File: src/rtl/fetch_unit.sv
// rtl/fetch_unit.sv - instruction fetch: PC, single-outstanding imem request, instruction FIFO, redirect flush
module fetch_unit #(
  parameter int                ADDR_W   = 32,
  parameter int                DEPTH    = 2,
  parameter logic [ADDR_W-1:0] RESET_PC = '0
) (
  input  logic              clk,
  input  logic              rst_n,
  output logic              imem_req_valid,
  input  logic              imem_req_ready,
  output logic [ADDR_W-1:0] imem_req_addr,
  input  logic              imem_resp_valid,
  input  logic [31:0]       imem_resp_data,
  output logic              inst_valid,
  input  logic              inst_ready,
  output logic [31:0]       inst_data,
  output logic [ADDR_W-1:0] inst_pc,
  input  logic              redirect,
  input  logic [ADDR_W-1:0] redirect_pc
);

  localparam int               PTR_W = (DEPTH > 1) ? $clog2(DEPTH) : 1;
  localparam logic [PTR_W:0]   FULL  = (PTR_W + 1)'(DEPTH);

  logic [ADDR_W-1:0] pc_q, pc_d;
  logic [ADDR_W-1:0] resp_pc_q, resp_pc_d;
  logic              pending_q, pending_d;
  logic              drop_q, drop_d;
  logic [PTR_W-1:0]  wptr_q, wptr_d;
  logic [PTR_W-1:0]  rptr_q, rptr_d;
  logic [PTR_W:0]    count_q, count_d;
  logic [31:0]       data_q [DEPTH];
  logic [ADDR_W-1:0] pcs_q  [DEPTH];

  logic req_ok;
  logic fire;
  logic resp_fire;
  logic push;
  logic pop;

  // A redirect retracts the request in its own cycle so the new PC is presented next cycle.
  assign req_ok         = !pending_q && (count_q != FULL) && !redirect;
  assign imem_req_valid = req_ok && rst_n;
  assign imem_req_addr  = pc_q;
  assign fire           = req_ok && imem_req_ready;

  assign resp_fire = imem_resp_valid && pending_q;
  assign push      = resp_fire && !drop_q && !redirect;

  assign inst_valid = (count_q != '0);
  assign inst_data  = data_q[rptr_q];
  assign inst_pc    = pcs_q[rptr_q];
  assign pop        = inst_valid && inst_ready;

  always_comb begin
    pc_d      = pc_q;
    resp_pc_d = resp_pc_q;
    pending_d = pending_q;
    drop_d    = drop_q;
    wptr_d    = wptr_q;
    rptr_d    = rptr_q;
    count_d   = count_q;

    if (fire) begin
      pending_d = 1'b1;
      pc_d      = pc_q + ADDR_W'(1);
      resp_pc_d = pc_q;
    end

    if (resp_fire) begin
      pending_d = 1'b0;
      drop_d    = 1'b0;
    end

    if (push) wptr_d = wptr_q + PTR_W'(1);
    if (pop)  rptr_d = rptr_q + PTR_W'(1);

    case ({push, pop})
      2'b10:   count_d = count_q + (PTR_W + 1)'(1);
      2'b01:   count_d = count_q - (PTR_W + 1)'(1);
      default: count_d = count_q;
    endcase

    // Flush wins over everything except the head pop decode already took this cycle.
    // Only a response still owed after this cycle needs to be marked for discard.
    if (redirect) begin
      pc_d    = redirect_pc;
      drop_d  = pending_q && !resp_fire;
      wptr_d  = '0;
      rptr_d  = '0;
      count_d = '0;
    end
  end

  always_ff @(posedge clk or negedge rst_n) begin
    if (!rst_n) begin
      pc_q      <= RESET_PC;
      resp_pc_q <= '0;
      pending_q <= 1'b0;
      drop_q    <= 1'b0;
      wptr_q    <= '0;
      rptr_q    <= '0;
      count_q   <= '0;
      for (int i = 0; i < DEPTH; i++) begin
        data_q[i] <= '0;
        pcs_q[i]  <= '0;
      end
    end else begin
      pc_q      <= pc_d;
      resp_pc_q <= resp_pc_d;
      pending_q <= pending_d;
      drop_q    <= drop_d;
      wptr_q    <= wptr_d;
      rptr_q    <= rptr_d;
      count_q   <= count_d;
      if (push) begin
        data_q[wptr_q] <= imem_resp_data;
        pcs_q[wptr_q]  <= resp_pc_q;
      end
    end
  end

endmodule

File: config.mk
export PLATFORM = sky130hd
export DESIGN_NAME = fetch_unit
export DESIGN_NICKNAME = d
export VERILOG_FILES = /design/src/rtl/fetch_unit.sv
export SDC_FILE = /design/constraint.sdc
export NUM_CORES = 1
export LEC_CHECK = 0
export ABC_CLOCK_PERIOD_IN_PS = 4900
export CAP_MARGIN = 10
export CORE_MARGIN = 10
export CORE_UTILIZATION = 45
export CTS_BUF_LIST = sky130_fd_sc_hd__clkbuf_16
export DETAILED_ROUTE_END_ITERATION = 8
export PLACE_DENSITY = 0.75
export SYNTH_ARGS = -nofsm -noshare
export SYNTH_HDL_FRONTEND = slang
export SYNTH_SLANG_ARGS = --single-unit
File: constraint.sdc
create_clock -name clk -period 4.9 [get_ports clk]
set_input_delay 0.98 -clock clk [delete_from_list [all_inputs] [get_ports clk]]
set_output_delay 0.98 -clock clk [all_outputs]
set_load 0.01 [all_outputs]
==> results of run 1 <==
## flip-flops by register name, indices dropped and copies added, names as in the netlist
register and count:
wptr_q 1, resp_pc_q 32, rptr_q 1, data_q 64, pending_q 1, imem_req_addr 32, drop_q 1, count_q 2
pcs_q 64
## report_power, final
part	internal, mW	leakage (nW)	switching [mW]
Sequential	2.01	2.55	0.232
Combinational	0.908	2.29	0.552
Clock	0.765	0.281	0.645
Total	3.68	5.12	1.43
## worst max-delay path: cells and delay by family, from the launching register on
family | cells | cell delay (ps)
buf+inv | 2 | 890
flops | 1 | 670
mux | 1 | 380
## metrics by stage
| step | power [mW] | instances | setup slack, ps | util, % |
|---|---|---|---|---|
| floorplan | 2.949 | 730 | 1869 | - |
| CTS | 5.178 | 1162 | 1491 | 58.51 |
| global route | 5.391 | 1163 | 1443 | 58.57 |
| global placement | 3.715 | 1130 | 1630 | 55.49 |
| detailed placement | 3.752 | 1130 | 1600 | 55.49 |
| finish | 5.110 | 1163 | 1534 | 58.57 |
## layout make-up
cell class | count | area, µm²
multi-input combinational | 488 | 3781
inverter | 5 | 18.77
sequential | 198 | 4956
clock inverter | 15 | 163.9
tap | 265 | 331.6
clock buffer | 17 | 425.4
fill | 1642 | 8090
timing repair buffer | 175 | 1759
## logic make-up (layout without fill, tap and decap cells)
group | count (synthesis) | in the layout
AOI/OAI and AO/OA | 72 | 72
xor gates and xnor gates | 3 | 3
adders and majority gates | 1 | 1
buffers and inverters | 44 | 212
DFF | 198 | 198
muxes | 194 | 194
and+or+nand+nor | 218 | 218
## metal layers
| layer | routed length [µm] | vias up | GRT usage [%] | share of wire, % |
|---|---|---|---|---|
| met3 | 1407 | 11 | 4.982 | 6.5 |
| met2 | 10290 | 172 | 26.20 | 47 |
| met4 | 159 | 0 | 3.267 | 0.73 |
| met1 | 9846 | 3151 | 22.45 | 45 |
| li1 | - | 2910 | - | - |
| met5 | 0 | - | 0 | 0 |
## worst min path at each step
stage	depth (start not counted)	slack, ps	endpoint
2_1_floorplan	1	450	pcs_q[38]
3_3_place_gp	1	460	pcs_q[39]
3_5_place_dp	1	480	pcs_q[41]
4_1_cts	1	420	data_q[15]
5_1_grt	1	420	data_q[20]
6_report	1	430	data_q[15]
## placed cells by master, fill, tap and decap left out, types with 3 or more instances in the layout
master	count
a21oi_1	7
a221o_1	3
a31oi_1	4
a32oi_1	3
a41oi_1	3
and2_1	3
and3_1	5
buf_4	5
clkbuf_16	17
clkdlybuf4s50_1	165
clkinvlp_4	3
dfrtp_1	197
inv_1	5
inv_6	6
mux2_1	5
mux2_2	187
nand2_1	131
nand3_1	14
nand3b_1	3
nand4_1	9
nor2_1	17
nor2b_1	9
o211ai_1	7
o21ai_0	29
o311ai_0	12
or3_1	3
==> impl_metrics.json, run 1 <==
{
  "status": "completed",
  "rr_startpoint": "count_q[1]",
  "ys_seq_elements": 198,
  "firstDrtPassIters": 4,
  "vias_per_cell": 5.369,
  "synth_top_area_cell": "dfrtp_1",
  "cp_cell_sequence": "buf_12 -> mux2_2 -> clkdlybuf4s50_1",
  "placed_area_um2": 10840,
  "hold_buffers": 0,
  "syn_avg_cell_area_um2": 12.29,
  "finClkSkew_ps": 11.29,
  "grt_pass1_vias": 6523,
  "drive_above_1_share_pct": 27.17,
  "place_congestion": 0.7923,
  "r2r_cells": 6,
  "critPathMaxFanout": 49,
  "relSlewSlack_pct": 35.85,
  "fp.dieH_um": 161.2,
  "drv_cap": 0,
  "rsz0062_at_grt": "no",
  "antenna_found_initial": 0,
  "overflow": 0,
  "cpPeakStageDelay_ps": 670,
  "cts-root-buf": "clkbuf_16",
  "final_cell_area_um2": 11440,
  "ys_top_cells_by_count": "dfrtp_1, mux2_2, nand2_1",
  "worst_ep_arrival_time_ps": 2390,
  "cts.sinks": 198,
  "final_net_count": 956,
  "slew_violations": 0,
  "synth_compound_area_share_pct": 5.298,
  "synth_area_leaders": "dfrtp_1, mux2_2, nand2_1",
  "cp_data_required_time_ps": 3920,
  "cts_setup_buffers": 0,
  "netlist-cell-type-count": 53,
  "cts_tree": "done",
  "numCtsBuffers": 17,
  "period_needed_ps": 3366,
  "ir_drop_mv": 0.2460,
  "wl_per_cell_um": 18.66,
  "synthCells": 730,
  "synth_nets": 801,
  "cp-endpoint": "inst_pc[31]",
  "design.core.area_um2": 19530,
  "holdCritPathClass": "input pin to asynchronous set/reset pin",
  "rows": 51,
  "muxShareOfSynthArea_pct": 24.32,
  "crit_path_start_kind": "flop",
  "dieArea_um2": 25990,
  "synthAdderAreaFrac_pct": 0.1394,
  "htreeDepth": 4,
  "power_density_nw_per_um2": 446.8,
  "syn_to_final_growth_pct": 27.44,
  "dieWidth_um": 161.2,
  "dp_hpwl_mm": 14.41,
  "path_clk_slew_ps": 70,
  "r2r_slack_ps": 2490,
  "synth_top_family_by_area": "multiplexers",
  "crit_start": "rptr_q",
  "setup_tns_ps": 0,
  "setup_viol": 0,
  "crit_type": "flop to output port",
  "netlist_area_um2": 8974,
  "drc": 0,
  "synthFlopType": "dfrtp_1",
  "end_kind": "output port",
  "ios": 168,
  "start_util_pct": 45.96,
  "tightest_slew_ps": 962.2,
  "synth_xor_area_share_pct": 0.2928,
  "cts.path.max_buffers": 2,
  "io_buffers": 167,
  "synthArstFlopShare_pct": 100.0,
  "grt_max_degree": 174,
  "wirelength_mm": 21.71,
  "ant_nets": 0,
  "synth-edff-count": 0,
  "post-route-period-util_pct": 68.68,
  "drt_iter0_drc": 382,
  "grtUsageTotal_pct": 16.67,
  "worstSkewPairLatency_ps": 420,
  "seq_area_frac_synth_pct": 55.21,
  "yosysMostFrequentCell": "dfrtp_1",
  "rr_endpoint": "imem_req_addr[8]",
  "yosysWarnings": 0,
  "antenna_cells": 0,
  "p_leak_nw": 5.117,
  "whs_ps": 427.2,
  "slowest_stage": "dfrtp_2",
  "fmax_mhz": 297.1,
  "vias": 6244,
  "grt_pass1_wl_mm": 35.46,
  "hold_violations": 0,
  "synthSimpleGateAreaFrac_pct": 11.94,
  "post_cts_resized": 0,
  "synth_top_area_share_pct": 55.21
}
No activity file was read; power rests on OpenSTA's default activity.
==> run 2: changes to the inputs <==
--- a/config.mk
+++ b/config.mk
@@ -5,13 +5,13 @@
 export SDC_FILE = /design/constraint.sdc
 export NUM_CORES = 1
 export LEC_CHECK = 0
-export ABC_CLOCK_PERIOD_IN_PS = 4900
+export ABC_CLOCK_PERIOD_IN_PS = 2910
 export CAP_MARGIN = 10
 export CORE_MARGIN = 10
 export CORE_UTILIZATION = 45
 export CTS_BUF_LIST = sky130_fd_sc_hd__clkbuf_16
 export DETAILED_ROUTE_END_ITERATION = 8
-export PLACE_DENSITY = 0.75
+export PLACE_DENSITY = 0.78
 export SYNTH_ARGS = -nofsm -noshare
 export SYNTH_HDL_FRONTEND = slang
 export SYNTH_SLANG_ARGS = --single-unit
==> constraint.sdc (replaced) <==
create_clock -name clk -period 2.91 [get_ports clk]
set_input_delay 0.582 -clock clk [delete_from_list [all_inputs] [get_ports clk]]
set_output_delay 0.582 -clock clk [all_outputs]
set_load 0.01 [all_outputs]
==> run 2 against run 1 <==
  * Sequential cell count unchanged
  * Routed wire length decreased by 0.35%
  * Count of clock-buffer cells in the layout did not move
  * Utilization grew 0.47 points
  * Via count grew 0.90%
  * Sequential power increased by 68%
  * Critical path depth did not move
==> impl_metrics.json, run 2 (synthesized netlist as in run 1, its figures left out) <==
{
  "antenna_cells": 0,
  "cp_cell_sequence": "buf_4 -> mux2_2 -> clkdlybuf4s50_1",
  "period_needed_ps": 2744,
  "final_cell_mix": "dfrtp_1, mux2_2, clkdlybuf4s50_1",
  "antenna_found_initial": 0,
  "drc": 0,
  "tightest_slew_ps": 866.2,
  "holdCritPathClass": "input pin to asynchronous set/reset pin",
  "grt_pass1_wl_mm": 35.55,
  "grtUsageTotal_pct": 16.66,
  "cts-root-buf": "clkbuf_16",
  "p_leak_nw": 5.171,
  "whs_ps": 308.5,
  "rows": 51,
  "final_cells": 1172,
  "grt_max_degree": 154,
  "fmax_mhz": 364.4,
  "crit_path_start_kind": "flop",
  "final_common_cell": "dfrtp_1",
  "vias": 6300,
  "setup_viol": 0,
  "p_total_mw": 8.607,
  "overflow": 0,
  "dp_hpwl_mm": 15.25,
  "cts_tree": "done",
  "numCtsBuffers": 17,
  "htreeDepth": 4,
  "status": "completed",
  "ff_latch_area_um2": 4956,
  "cp_data_required_time_ps": 2330,
  "place_congestion": 0.8064,
  "hold_violations": 0,
  "ir_drop_mv": 0.4380,
  "ios": 168,
  "final_net_count": 965,
  "slew_violations": 0,
  "io_buffers": 167,
  "grt_pass1_vias": 6525,
  "end_kind": "output port",
  "setup_tns_ps": 0,
  "drv_cap": 0,
  "firstDrtPassIters": 7,
  "timing.critical_path.buf_inv": 2,
  "design.core.area_um2": 19530,
  "worst_ep_arrival_time_ps": 2160,
  "finClkSkew_ps": 9.933,
  "relSlewSlack_pct": 42.25,
  "fp.dieH_um": 161.2,
  "post_cts_resized": 0,
  "rsz0062_at_grt": "no",
  "dieArea_um2": 25990,
  "cp_top_family": "buffers and inverters",
  "ant_nets": 0,
  "dp.cells": 1140,
  "cpPeakStageDelay_ps": 550,
  "final_cell_area_um2": 11530,
  "setup_ws_ps": 165.5,
  "vias_per_cell": 5.375,
  "r2r_slack_ps": 720,
  "cts.sinks": 198,
  "crit_type": "flop to output port",
  "post-route-period-util_pct": 94.31,
  "slowest_stage": "clkdlybuf4s50_1",
  "drive_above_1_share_pct": 28.00,
  "hold_buffers": 0,
  "placed_area_um2": 10940,
  "pre_cts_ws_ps": 279.3,
  "drt_iter0_drc": 434,
  "path_clk_slew_ps": 70,
  "critPathMaxFanout": 30,
  "final_util_pct": 59.04,
  "start_util_pct": 45.96,
  "cts.path.max_buffers": 2,
  "wirelength_mm": 21.63,
  "wl_per_cell_um": 18.46,
  "worstSkewPairLatency_ps": 420,
  "cts_setup_buffers": 0,
  "power_density_nw_per_um2": 746.7,
  "multi_input_area_um2": 3781,
  "biggestRegsByFlops": "data_q: 64 flops, pcs_q: 64 flops",
  "syn_to_final_growth_pct": 28.46,
  "fillerInstances": 1623,
  "dieWidth_um": 161.2
}
run 2: cell count changes in the layout (fill, tap and decap cells not counted):
cell and change:
clkinv_1 -1, clkinv_4 +2, buf_4 +8, clkinv_2 +1
clkinvlp_4 -1, inv_6 -1, buf_6 -1, buf_12 +2
run 2: final timing paths:
kind,startpoint,end,cells past startpoint
hold / removal,rst_n,resp_pc_q[12],2
hold reg to reg,pcs_q[41],pcs_q[41],1
setup reg to reg,count_q[1],imem_req_addr[3],4
min in group clk,pcs_q[41],pcs_q[41],1
setup / recovery,rptr_q,inst_pc[31],3
max in group asynchronous,rst_n,rptr_q,3
run 2: routing by layer:
metal	vias up	share of wire, %	global-route usage (%)
li1	2930	-	-
met1	3146	45	21.99
met2	210	47	26.11
met3	14	6.6	4.982
met4	0	1.4	4.549
met5	-	0	0
run 2: layout make-up:
type | instances | area share, %
clock buffers | 17 | 3.690
clock inverters | 15 | 1.444
flip-flops and latches | 198 | 42.99
inverters | 5 | 0.1628
multi-input cells | 488 | 32.80
repair buffers | 184 | 16.03
well taps | 265 | 2.876
run 2: power by group:
part / switching, mW / internal [mW]
clock: 1.07 / 1.29
combinational: 0.945 / 1.54
sequential: 0.386 / 3.38
==> variant 1, RTL diff (config.mk and constraints of run 2) <==
Reset style: synchronous (`rst_n`), changed in one clocked block.
--- a/src/rtl/fetch_unit.sv
+++ b/src/rtl/fetch_unit.sv
@@ -94,3 +94,3 @@
 
-  always_ff @(posedge clk or negedge rst_n) begin
+  always_ff @(posedge clk) begin
     if (!rst_n) begin
Check against the original RTL: differs if rst_n is asserted again (counterexample within 4 cycles, from zero or initial values and one cycle with rst_n low); with rst_n held inactive, the same outputs for 4 cycles.
==> variant 1 against run 2 <==
Sequential cell count grew 1. Worst setup slack gained 67 ps. Wire length shrank 5.6%. Count of clock-buffer cells in the layout grew 2. Final area shrank 1.4%. Register-to-register slack gained 100 ps. Area after synthesis shrank 2.8%. Via count shrank 6.4%. Die area shrank 2.4%. Maximum frequency grew 2.5%.
Power is not compared: it rests on default switching activity, and its combinational part moved more than twofold at a synthesized area within 25%.
==> variant 1: results (changes against run 2) <==
- Status: finished, final reports clean (unchanged)
- Minimum clock period: 2680 ps (was 2740 ps)
- Vias per inst: 5.01 (was 5.38)
- LEAKAGE: 4.05 nW
- M1 WL: 9190 µm (was 9830 µm)
- Worst Hold Class: flop to flop (was input port to asynchronous set/reset pin)
- Post-Synth XOR/XNOR Area: 3.31% (was 0.293%)
- Main area contributors after synthesis: edfxtp_1 (44%), dfxtp_1 (16%), and2_1 (9.6%) (was dfrtp_1 (55%), mux2_2 (23%), nand2_1 (5.5%))
- DR pass1 iterations: 4 (was 7)
- DP HPWL: 14100 µm (was 15200 µm)
- Vias in the first global route: 5883 (was 6525)
- Share of cells above drive strength 1: 14.0% (was 28.0%)
- Met2 WL: 9600 µm (was 10100 µm)
- R2R Setup Slk: 820 ps (was 720 ps)
- Nets: 976 (was 965)
- CTS H-tree depth: 4 (unchanged)
- Worst-skew pair later-pin latency: about 430 ps
- Compound-cell area share of the yosys netlist: 6.77% (was 5.30%)
- Clock-pin slew on the worst setup and hold paths: 70 ps (about the same)
- Metal3 WL: 1350 µm (was 1430 µm)
- Synth Net Count: 815 (was 801)
- Final Wtd Congestion: 0.854 (was 0.806)
- Met2 global-route usage: 24.7% (was 26.1%)
- Final hold slack: 469 ps (was 309 ps)
- Post-CTS Setup Repair Bufs: 0 (unchanged)
- Met3 global-route usage: 5.03% (was 4.98%)
- Overall Global Routing Usage: 15.6% (was 16.7%)
- CTS Buf Count: 17 (unchanged)
- Sequential share of the synthesized area: 60.4% (was 55.2%)
- CP max FO: 29 (was 30)
- Dpl cells: 1145 (was 1140)
- Worst Max-Slew Pin Slew: 467 ps (was 866 ps)
- Grt met1 use: 19.6% (was 22.0%)
- Top cells by count, synth: and2_1 (134), edfxtp_1 (128), nand2_1 (88), dfxtp_1 (71), mux2_2 (64) (was dfrtp_1 (198), mux2_2 (187), nand2_1 (131), o21ai_0 (29), nor2_1 (17))
- Asr flop ratio synth: 0% (was 100%)
- Adder and majority gate portion of the synthesized area: 0.287% (was 0.139%)
- Pre-CTS WS: 278 ps (was 279 ps)
- Number of synthesized flops with an enable pin: 128 (was 0)
- Mux contribution to synthesized area: 8.49% (was 24.3%)
- Synth cell types: 40 (was 53)
- Clock Skews: 11.8 ps (was 9.93 ps)
- Post-route insts no fill: 1177 (was 1172)
- Clk pwr share: 37.0%
- Comb pwr share: 9.1%
- Ant. Diodes: 0 (unchanged)
- Arr. time, crit path: 2100 ps (was 2160 ps)
- Global-route wire length before repair: 31900 µm (was 35500 µm)
- Clock group: 0.00219 W
- Pin count of the biggest net entering global routing: 62 (was 154)
- HP Start: resp_pc_q[9]
- Dpl cell area: 10800 µm² (was 10900 µm²)
- R2R Path Start: imem_req_addr[0] (was count_q[1])
- Initial DRC count: 291 (was 434)
- DR top layer: met4 (unchanged)
- Post-synthesis cell count: 743 (was 730)
- Final wirelength: 20400 µm (was 21600 µm)
- Fill count: 1537 (was 1623)
-- variant 1: cell types whose count changed after synthesis, moves of 25 or more --
cell	run 2	this run
dfrtp_1	198	0
and2_1	3	134
edfxtp_1	0	128
mux2_2	187	64
dfxtp_1	0	71
nand2_1	131	88
a21boi_0	0	33
xnor2_1	1	28
clkbuf_1	16	41
-- variant 1: final timing paths --
path	depth (start not counted)	end
setup / recovery	3	inst_pc[30]
hold / removal	2	resp_pc_q[9]
setup reg to reg	6	imem_req_addr[26]
hold reg to reg	2	resp_pc_q[9]
-- variant 1: worst max-delay path: stages (launching register included) --
cell and delay (ps):
dfxtp_4 520, buf_12 250, mux2_2 360, clkdlybuf4s50_1 540
-- variant 1: cell type report --
cell class,instances,area [µm²],share of cell area (%)
Tap cell,260,325,2.86
Inverter,5,18.8,0.165
Clock inverter,13,78.8,0.694
Timing Repair Buffer,186,1900,16.7
Clock buffer,19,475,4.18
Sequential cell,199,5270,46.4
Multi-Input combinational cell,495,3300,29.1
==> variant 2, RTL diff (config.mk and constraints of run 2) <==
Without the edit above. The parameter `DEPTH` goes from 2 to 4.
--- a/src/rtl/fetch_unit.sv
+++ b/src/rtl/fetch_unit.sv
@@ -3,3 +3,3 @@
   parameter int                ADDR_W   = 32,
-  parameter int                DEPTH    = 2,
+  parameter int                DEPTH    = 4,
   parameter logic [ADDR_W-1:0] RESET_PC = '0
Function: same outputs for any inputs over 4 cycles, from zero or initial values and one cycle with rst_n low; that may be too few to reach the edited logic, so the function may still have changed.
==> variant 2 against run 2 <==
Wire length rose by 56%. Highest routed layer unchanged. Final area rose by 56%. Worst setup slack got worse by 57 ps. Critical path type unchanged. Largest power group unchanged. First-iteration DRC count is 34% higher. Clock skew increased by 9.4 ps. Sequential cell count up 131. Sequential power increased by 67%. Synthesized cell count up 40%. Critical endpoint is now inst_pc[24]. Area after synthesis increased by 62%. Power up 77%.
==> variant 2: results (changes against run 2) <==
- Arr. time, crit path: 2220 ps (was 2160 ps)
- Worst Hold Class: input port to flop (was input port to asynchronous set/reset pin)
- Met2 WL: 16000 µm (was 10100 µm)
- Clock-pin slew on the worst setup and hold paths: 60 ps
- M1 WL: 14900 µm (was 9830 µm)
- Pin count of the biggest net entering global routing: 166 (was 154)
- Status: finished, final reports clean (unchanged)
- Ant. Diodes: 0 (unchanged)
- Main area contributors after synthesis: dfrtp_1 (57%), mux2_2 (20%), mux4_2 (9.9%) (was dfrtp_1 (55%), mux2_2 (23%), nand2_1 (5.5%))
- Yosys warnings: 0 (unchanged)
- Final wirelength: 33700 µm (was 21600 µm)
- Max VDD drop: 0.383 mV (was 0.438 mV)
- DR pass1 iterations: 5 (was 7)
- Initial DRC count: 582 (was 434)
- Nets: 1281 (was 965)
- CTS H-tree depth: 2 (was 4)
- Grt met1 use: 23.2% (was 22.0%)
- Synth Net Count: 1101 (was 801)
- Sequential share of the synthesized area: 56.7% (was 55.2%)
- DP HPWL: 22300 µm (was 15200 µm)
- Root Driver: clkbuf_16 (unchanged)
- Post-route insts no fill: 1631 (was 1172)
- Multi-input gate area: 6070 µm² (was 3780 µm²)
- Global-route wire length before repair: 54100 µm (was 35500 µm)
- Top cells by count, synth: dfrtp_1 (329), mux2_2 (256), nand2_1 (136), mux4_2 (64), clkbuf_1 (40) (was dfrtp_1 (198), mux2_2 (187), nand2_1 (131), o21ai_0 (29), nor2_1 (17))
- Setup violations, final: 0 (unchanged)
- Fill count: 2556 (was 1623)
- CP max FO: 9 (was 30)
- Worst-skew pair later-pin latency: 510 ps (was 420 ps)
- Vias per inst: 5.62 (was 5.38)
- Vias in the first global route: 9727 (was 6525)
- Slew Limit Headroom: 41.4% (was 42.3%)
- DR top layer: met4 (unchanged)
- Synth cell types: 43 (was 53)
- Final Wtd Congestion: 0.825 (was 0.806)
- Met3 global-route usage: 4.66% (was 4.98%)
- CTS Buf Count: 37 (was 17)
- Dpl cell area: 16800 µm² (was 10900 µm²)
- Metal3 WL: 2340 µm (was 1430 µm)
- Post-synthesis cell count: 1025 (was 730)
- Met2 global-route usage: 26.9% (was 26.1%)
- Top flop regs: data_q (128), pcs_q (128) (was data_q (64), pcs_q (64))
- Overall Global Routing Usage: 17.1% (was 16.7%)
- LEAKAGE: 8.57 nW (was 5.17 nW)
- Share of cells above drive strength 1: 33.8% (was 28.0%)
- CTS Buffer Depth: 3 (was 2)
- Pre-CTS WS: 257 ps (was 279 ps)
- Clock Skews: 19.3 ps (was 9.93 ps)
-- variant 2: path summary, 6_finish.rpt --
kind                       startpoint     endpoint  slack, ps  cells after the start
max reg2reg                count_q[0]   count_q[2]        590                      7
min                          redirect    wptr_q[0]        420                      2
max                         rptr_q[0]  inst_pc[24]        110                      3
min in group asynchronous       rst_n  data_q[123]        500                      2
max in group asynchronous       rst_n    rptr_q[1]       1200                      3
min reg2reg                data_q[33]   data_q[33]        500                      1
-- variant 2: final cells by class --
cell class,count,share of cell area (%)
inverters,7,0.146
multi-input cells,630,33.7
well taps,402,2.79
clock inverters,24,1.02
clock buffers,39,5.42
repair buffers,200,11.1
flip-flops and latches,329,45.8
-- variant 2: timing repair --
action	CTS	global route
buffers inserted	1	2
endpoints found under the setup margin	56	14
gates resized for setup	45	1
hold buffers	1	0
endpoints found under the hold margin	13	0
-- variant 2: report_power, final --
part / switching (W) / internal [W] / total [W]
Sequential: 0.000770 / 0.00551 / 0.00628
Clock: 0.00178 / 0.00267 / 0.00445
Combinational: 0.00192 / 0.00261 / 0.00453
Total: 0.00446 / 0.0108 / 0.0153
-- variant 2: kinds of logic (layout without fill, tap and decap cells) --
| logic type | Yosys count | in the layout | synth area share, % |
|---|---|---|---|
| adder cells (fa/ha/maj) | 6 | 6 | 0.569 |
| AO/OA/AOI/OAI | 58 | 58 | 2.71 |
| XOR/XNOR | 9 | 9 | 0.543 |
| multiplexers | 325 | 325 | 30.1 |
| buffers and inverters | 66 | 270 | 1.81 |
| AND/OR/NAND/NOR | 232 | 232 | 7.56 |
| flip-flops | 329 | 329 | 56.7 |
-- variant 2: worst max-delay path, cell delays in order (launching register included) --
cell and delay, ps:
dfrtp_4 470, buf_6 190, mux4_2 550, clkdlybuf4s50_1 500
